[config.mk]
export PLATFORM = sky130hd
export DESIGN_NAME = shift_deser8
export DESIGN_NICKNAME = d
export VERILOG_FILES = /design/src/rtl/shift_pkg.sv /design/src/rtl/shift_deser8_hold.sv /design/src/rtl/shift_deser8.sv
export SDC_FILE = /design/constraint.sdc
export NUM_CORES = 1
export LEC_CHECK = 0
export BUFFER_PORTS_ARGS = -buffer_cell sky130_fd_sc_hd__buf_2
export CAP_MARGIN = 0
export CORE_MARGIN = 8
export CORE_UTILIZATION = 25
export DETAILED_ROUTE_END_ITERATION = 12
export SETUP_SLACK_MARGIN = 0.02
export SYNTH_ARGS = -nofsm -noshare
export SYNTH_HDL_FRONTEND = slang
export SYNTH_SLANG_ARGS = --single-unit
[constraint.sdc]
create_clock -name clk -period 3.2 [get_ports clk]
set_input_delay 0.32 -clock clk [delete_from_list [all_inputs] [get_ports clk]]
set_output_delay 0.32 -clock clk [all_outputs]
set_load 0.02 [all_outputs]
[src/rtl/shift_pkg.sv]
// Shared constants and state encoding for the serial-to-parallel receiver.
package shift_pkg;

    localparam int WIDTH_DEFAULT = 8;

    localparam logic DIR_LSB_FIRST = 1'b0;
    localparam logic DIR_MSB_FIRST = 1'b1;

    typedef enum logic {
        ST_IDLE = 1'b0,
        ST_RECV = 1'b1
    } state_t;

endpackage

[src/rtl/shift_deser8_hold.sv]
// Output holding register: takes each completed word if there is room,
// otherwise drops it and pulses overrun for one cycle.
module shift_deser8_hold #(
    parameter int WIDTH = 8
) (
    input  logic             clk,
    input  logic             reset,
    input  logic [WIDTH-1:0] word,
    input  logic             word_done,
    input  logic             data_ready,
    output logic [WIDTH-1:0] data_out,
    output logic             data_valid,
    output logic             overrun
);

    // A full register can still take a word on the same edge that drains it.
    logic has_room;
    assign has_room = !data_valid || data_ready;

    always_ff @(posedge clk) begin
        if (reset) begin
            data_out   <= '0;
            data_valid <= 1'b0;
            overrun    <= 1'b0;
        end else begin
            overrun <= 1'b0;
            if (word_done) begin
                if (has_room) begin
                    data_out   <= word;
                    data_valid <= 1'b1;
                end else begin
                    overrun <= 1'b1;
                end
            end else if (data_valid && data_ready) begin
                data_valid <= 1'b0;
            end
        end
    end

endmodule

[src/rtl/shift_deser8.sv]
// Serial-to-parallel receiver: collects WIDTH enabled bits framed by sync,
// in either bit order, and hands the word to a valid/ready holding register.
module shift_deser8
    import shift_pkg::*;
#(
    parameter int WIDTH = WIDTH_DEFAULT,
    parameter int CNT_W = 3
) (
    input  logic             clk,
    input  logic             reset,
    input  logic             enable,
    input  logic             sync,
    input  logic             serial_in,
    input  logic             shift_direction,
    output logic [WIDTH-1:0] data_out,
    output logic             data_valid,
    input  logic             data_ready,
    output logic             busy,
    output logic             overrun
);

    state_t           state, state_next;
    logic [CNT_W-1:0] cnt, cnt_next;
    logic             dir_q, dir_next;
    logic [WIDTH-1:0] sr, sr_next;
    logic             word_done;

    always_ff @(posedge clk) begin
        if (reset) begin
            state <= ST_IDLE;
            cnt   <= '0;
            dir_q <= DIR_LSB_FIRST;
            sr    <= '0;
        end else begin
            state <= state_next;
            cnt   <= cnt_next;
            dir_q <= dir_next;
            sr    <= sr_next;
        end
    end

    always_comb begin
        state_next = state;
        cnt_next   = cnt;
        dir_next   = dir_q;
        sr_next    = sr;
        word_done  = 1'b0;
        if (enable) begin
            if (sync) begin
                // The first bit is placed where WIDTH-1 further shifts carry it
                // to its final position; stale bits of an abandoned frame clear.
                dir_next   = shift_direction;
                sr_next    = (shift_direction == DIR_MSB_FIRST)
                             ? {{(WIDTH-1){1'b0}}, serial_in}
                             : {serial_in, {(WIDTH-1){1'b0}}};
                cnt_next   = CNT_W'(1);
                state_next = ST_RECV;
            end else if (state == ST_RECV) begin
                sr_next = (dir_q == DIR_MSB_FIRST)
                          ? {sr[WIDTH-2:0], serial_in}
                          : {serial_in, sr[WIDTH-1:1]};
                if (cnt == CNT_W'(WIDTH-1)) begin
                    word_done  = 1'b1;
                    cnt_next   = '0;
                    state_next = ST_IDLE;
                end else begin
                    cnt_next = cnt + 1'b1;
                end
            end
        end
    end

    assign busy = (state == ST_RECV);

    // The assembled word including the final bit goes straight to the holder.
    shift_deser8_hold #(
        .WIDTH(WIDTH)
    ) u_hold (
        .clk        (clk),
        .reset      (reset),
        .word       (sr_next),
        .word_done  (word_done),
        .data_ready (data_ready),
        .data_out   (data_out),
        .data_valid (data_valid),
        .overrun    (overrun)
    );

endmodule

# Yosys cells after proc, flatten, opt, wreduce, memory -nomap -nowiden
# Cells that the tools add are included.
# totals
reg_bits,23
input_bits,7
output_inout_bits,11
elab_cells,40
# classes
add_sub_neg,1
n_eq_ne,2
mux,19
bitwise,1
n_reduce_logical,10
# op_table
op,count
8-bit two-way mux,5
1-bit two-way mux,11
3-bit two-way mux,3
2-bit AND reduction,4
2-bit nonzero test,2
3-bit by 1-bit adder with 3-bit output (second input constant),1
3-bit equality test (second input constant),1
2-bit inequality test (second input constant),1
2-bit OR reduction,1
1-bit logical AND,1
1-bit logical NOT,1
1-bit logical OR,1
1-bit NOT,1

# Longest topological paths before layout
# logic_depth
depth_word,7
mapped_depth,7
mapped_depth_nobuf,5

# Hierarchy
# Synthesis repeated with hierarchy kept, for this count alone.
# hier_totals
hier_cells,125
hier_area_um2,1103.6
# by_module_without_submodules
mod,n_inst,cells_per_inst,area_each_um2,seq_area_each_um2
shift_deser8,1,84,666.9,260.2
shift_deser8_hold,1,41,436.7,200.2

# Worst setup path after synthesis
# Ideal clock, no wire load.
# synth_timing
kind,flip-flop to flip-flop
startpoint,register u_hold.data_valid
endpoint,register u_hold.data_out[7]
setup_ns,0.135
arrival_time_ns,1.337
required_ns,3.065
setup_slack_ns,1.727
path_stages_with_launch,7
n_path_buf,2
synth_period_minus_slack_ns,1.473
cell_sequence,dfxtp_1 > or2b_2 > and3_1 > buf_6 > buf_12 > o211ai_1 > a21oi_1
# synth_via
elab_chain_len,3
# synth_lines
item,line,rtl
"start, declared",shift_deser8_hold.sv:12,"output logic data_valid,"
"start signal, assigned",shift_deser8_hold.sv:23,data_valid <= 1'b0;
"start signal, assigned",shift_deser8_hold.sv:30,data_valid <= 1'b1;
"start signal, assigned",shift_deser8_hold.sv:35,data_valid <= 1'b0;
1-bit logical NOT,shift_deser8_hold.sv:18,assign has_room = !data_valid || data_ready;
1-bit logical OR,shift_deser8_hold.sv:18,
2-bit AND reduction (no source line),-,
"end signal, assigned",shift_deser8_hold.sv:29,data_out <= word;
"end, declared",shift_deser8_hold.sv:11,"output logic [WIDTH-1:0] data_out,"
# No other way between the ends.
# A chain may end at the register's enable or synchronous reset.

# Final worst setup path
# layout_timing
startpoint,register cnt[0]
endpoint,register u_hold.data_out[1]
# layout_via
elab_chain_len,6
# layout_lines
item,line,rtl
"start, declared",shift_deser8.sv:23,"logic [CNT_W-1:0] cnt, cnt_next;"
"start signal, assigned",shift_deser8.sv:36,cnt <= cnt_next;
3-bit equality test,shift_deser8.sv:62,if (cnt == CNT_W'(WIDTH-1)) begin
1-bit two-way mux,shift_deser8.sv:62,
1-bit two-way mux,shift_deser8.sv:58,end else if (state == ST_RECV) begin
1-bit two-way mux,shift_deser8.sv:49,if (sync) begin
1-bit two-way mux,shift_deser8.sv:48,if (enable) begin
2-bit AND reduction (no source line),-,
# No other way between the ends.

==> run metrics <==
cell repeated most along the worst path=ha_1; Area Growth Syn to Fin=12.78%; Setup crit start kind=flop; Main synth FF type=dfxtp_1; Num CTS Buffers=3; n_diodes=0; adder-cell share of the synthesized area=0.02506; Leak=0.4166 nW; cell area after synthesis=998.5 µm²; worst setup path start=cnt[0]$_SDFFE_PP0P_; post-route clock period utilization=0.5067; Die Y=79.20 µm; sequential share of the synthesized area=0.4612; RR Endpoint=u_hold.data_out[1]$_SDFFE_PP0P_; first-pass GRT wire length=3.346 mm; FILL cells=452; I/O pin total=18; min-delay src=shift_direction; CP Capture Type=flop; Final Hold Fails=0; CP max-delay cell=and3_1; post-synthesis compound-gate area fraction=0.1880; die width=79.20 µm; Core ar.=3914 µm²; post-synthesis xor/xnor area fraction=0; Post-route DRC=0; Post-CTS Setup Inserts=0; Req. time, crit path=3.38 ns; largest net degree at the start of global routing=24; total wire length=1.946 mm; hold slack=0.3219 ns; commonest cells after routing, fill and taps aside=nor2_1, dfxtp_1, buf_2; Layout Skew=0.002331 ns; Reg2Reg Depth=5; CTS Root Buffer Type=clkbuf_8; clk buf depth=2; PostCTS Resize Cnt=0; routed via count=782; Post-Syn Nets=122; status=finished, final reports clean; I/O Buffers=17; DIE AREA=6272 µm²; Final Max Slew Viols=0; PD cells=448.6 nW/µm²; worst-path fanout max=14; Post-CTS Hold Fix Bufs=0; Initial DRT Pass Iterations=4; Post-Syn Instances=113; DP Area=1081 µm²; Power Total=0.5052 mW; Sum Neg Setup Slack=0 ns; Final Worst Setup Slack=1.579 ns; CP peak stage delay=0.52 ns; worst setup path class=reg -> reg; Hold Path Class=in -> reg; async set-reset flop share out of synthesis=0; largest family of logic cells by synthesized area=simple AND/OR/NAND/NOR gates; Routed WL per cell=10.99 µm; Seq cells post-synth=23; final setup violation count=0; NumNets Final=137; CTS tree=done; H-tree depth=1; post-layout min period=1.621 ns; global route total overflow=0; ratio of cells with drive above 1 in the final layout=0.2047; Worst Hold Path Cells=3; reg2reg start=cnt[0]$_SDFFE_PP0P_; initial DRC count=53; clock transition at the registers of the reported paths=0.08 ns; DP HPWL=1.457 mm; Worst Max-Slew Pin Slew=0.5979 ns; setup repair after global routing missed its margin=no; Synth Area per Inst=8.836 µm²; Starting Density=0.2551; Max VDD drop=125.7 µV; vias in the first global route=727; worst reg-to-reg setup slack=1.58 ns; max-cap viol count=0; worst-case hold path end point=dir_q$_SDFFE_PP0P_; site row count=23; Max transition margin=0.5987; post-synthesis simple-gate area fraction=0.2005; clk sink count=23; Worst Path Arrival=1.80 ns; Post-synth EDFFs=0; Max Fclk=616.8 MHz; antenna viol nets, final=0; worst slack, placed=1.520 ns; total number of yosys warnings=0; Final Wtd Congestion=0.7421; critical path, cell by cell=ha_1, ha_1, and3_1, nor2_1, a211oi_1; total track usage=0.06660; fin area=1126 µm²; mux share of post-synthesis cell area=0.06015; post-synth cell types=28; clk_lat worst skew=0.26 ns; Vias per Instance=4.418; initial antenna violation count=0
-- worst max-delay path by stage --
| stage | depth (start not counted) | endpoint | slack (ns) |
|---|---|---|---|
| after floorplan | 6 | u_hold.data_out[7]$_SDFFE_PP0P_ | 1.73 |
| after global placement | 5 | u_hold.data_out[1]$_SDFFE_PP0P_ | 1.55 |
| after detailed placement | 5 | u_hold.data_out[1]$_SDFFE_PP0P_ | 1.52 |
| after CTS | 5 | u_hold.data_out[1]$_SDFFE_PP0P_ | 1.53 |
| after global routing | 5 | u_hold.data_out[5]$_SDFFE_PP0P_ | 1.31 |
| final | 5 | u_hold.data_out[1]$_SDFFE_PP0P_ | 1.58 |
-- critical path: cells and delay by family, from the launching register on --
kind            cells  cell delay (ns)
simple gates        2             0.60
fa+ha+maj           2             0.39
compound gates      1             0.21
flops               1             0.35
-- sequential cells by signal, summed over array words and instances (netlist names) --
name and count:
u_hold.data_out 8, cnt 3, u_hold.overrun 1, sr 8, busy 1, u_hold.data_valid 1, dir_q 1
-- where the power goes --
group	switching (mW)	internal [mW]	leakage [nW]	total (mW)
clock	0.0896	0.0889	0.0228	0.178
combinational	0.0193	0.0114	0.208	0.0306
sequential	0.00560	0.290	0.186	0.296
-- per-stage QoR --
step | std cells | util
finish | 177 | 0.2877
global route | 177 | 0.2877
CTS | 177 | 0.2877
detailed placement | 173 | 0.2762
global placement | 173 | 0.2762
floorplan | 113 | -
-- kinds of logic after synthesis --
group                    after synthesis
adder cells (fa/ha/maj)                2
multiplexers                           6
buffers and inverters                  7
flip-flops                            23
AND/OR/NAND/NOR                       45
AO/OA/AOI/OAI                         30
-- routing by layer --
metal | wire (µm) | track usage | vias to the layer above
met5 | 0 | 0 | -
met4 | 70 | 0.05926 | 0
met3 | 89 | 0.01354 | 5
met2 | 857 | 0.09778 | 15
met1 | 928 | 0.08047 | 343
li1 | - | - | 419
-- cell type report --
class	instances	area (µm²)	share of cell area
clock buffers	4	45.04	0.04000
multi-input cells	83	473.0	0.4200
flip-flops and latches	23	460.4	0.4089
well taps	50	62.56	0.05556
repair buffers	17	85.08	0.07556
-- synth_stat cells, drive strengths merged, types with 2 or more instances --
library cell,number,area share
a211oi,6,0.055
buf,6,0.061
mux2i,6,0.060
o21ai,6,0.030
a31oi,2,0.013
nand3,2,0.010
nand2,11,0.041
a22oi,2,0.015
ha,2,0.025
nor2,25,0.099
a21oi,12,0.060
dfxtp,23,0.46
Power figures use the tool's default switching activity.
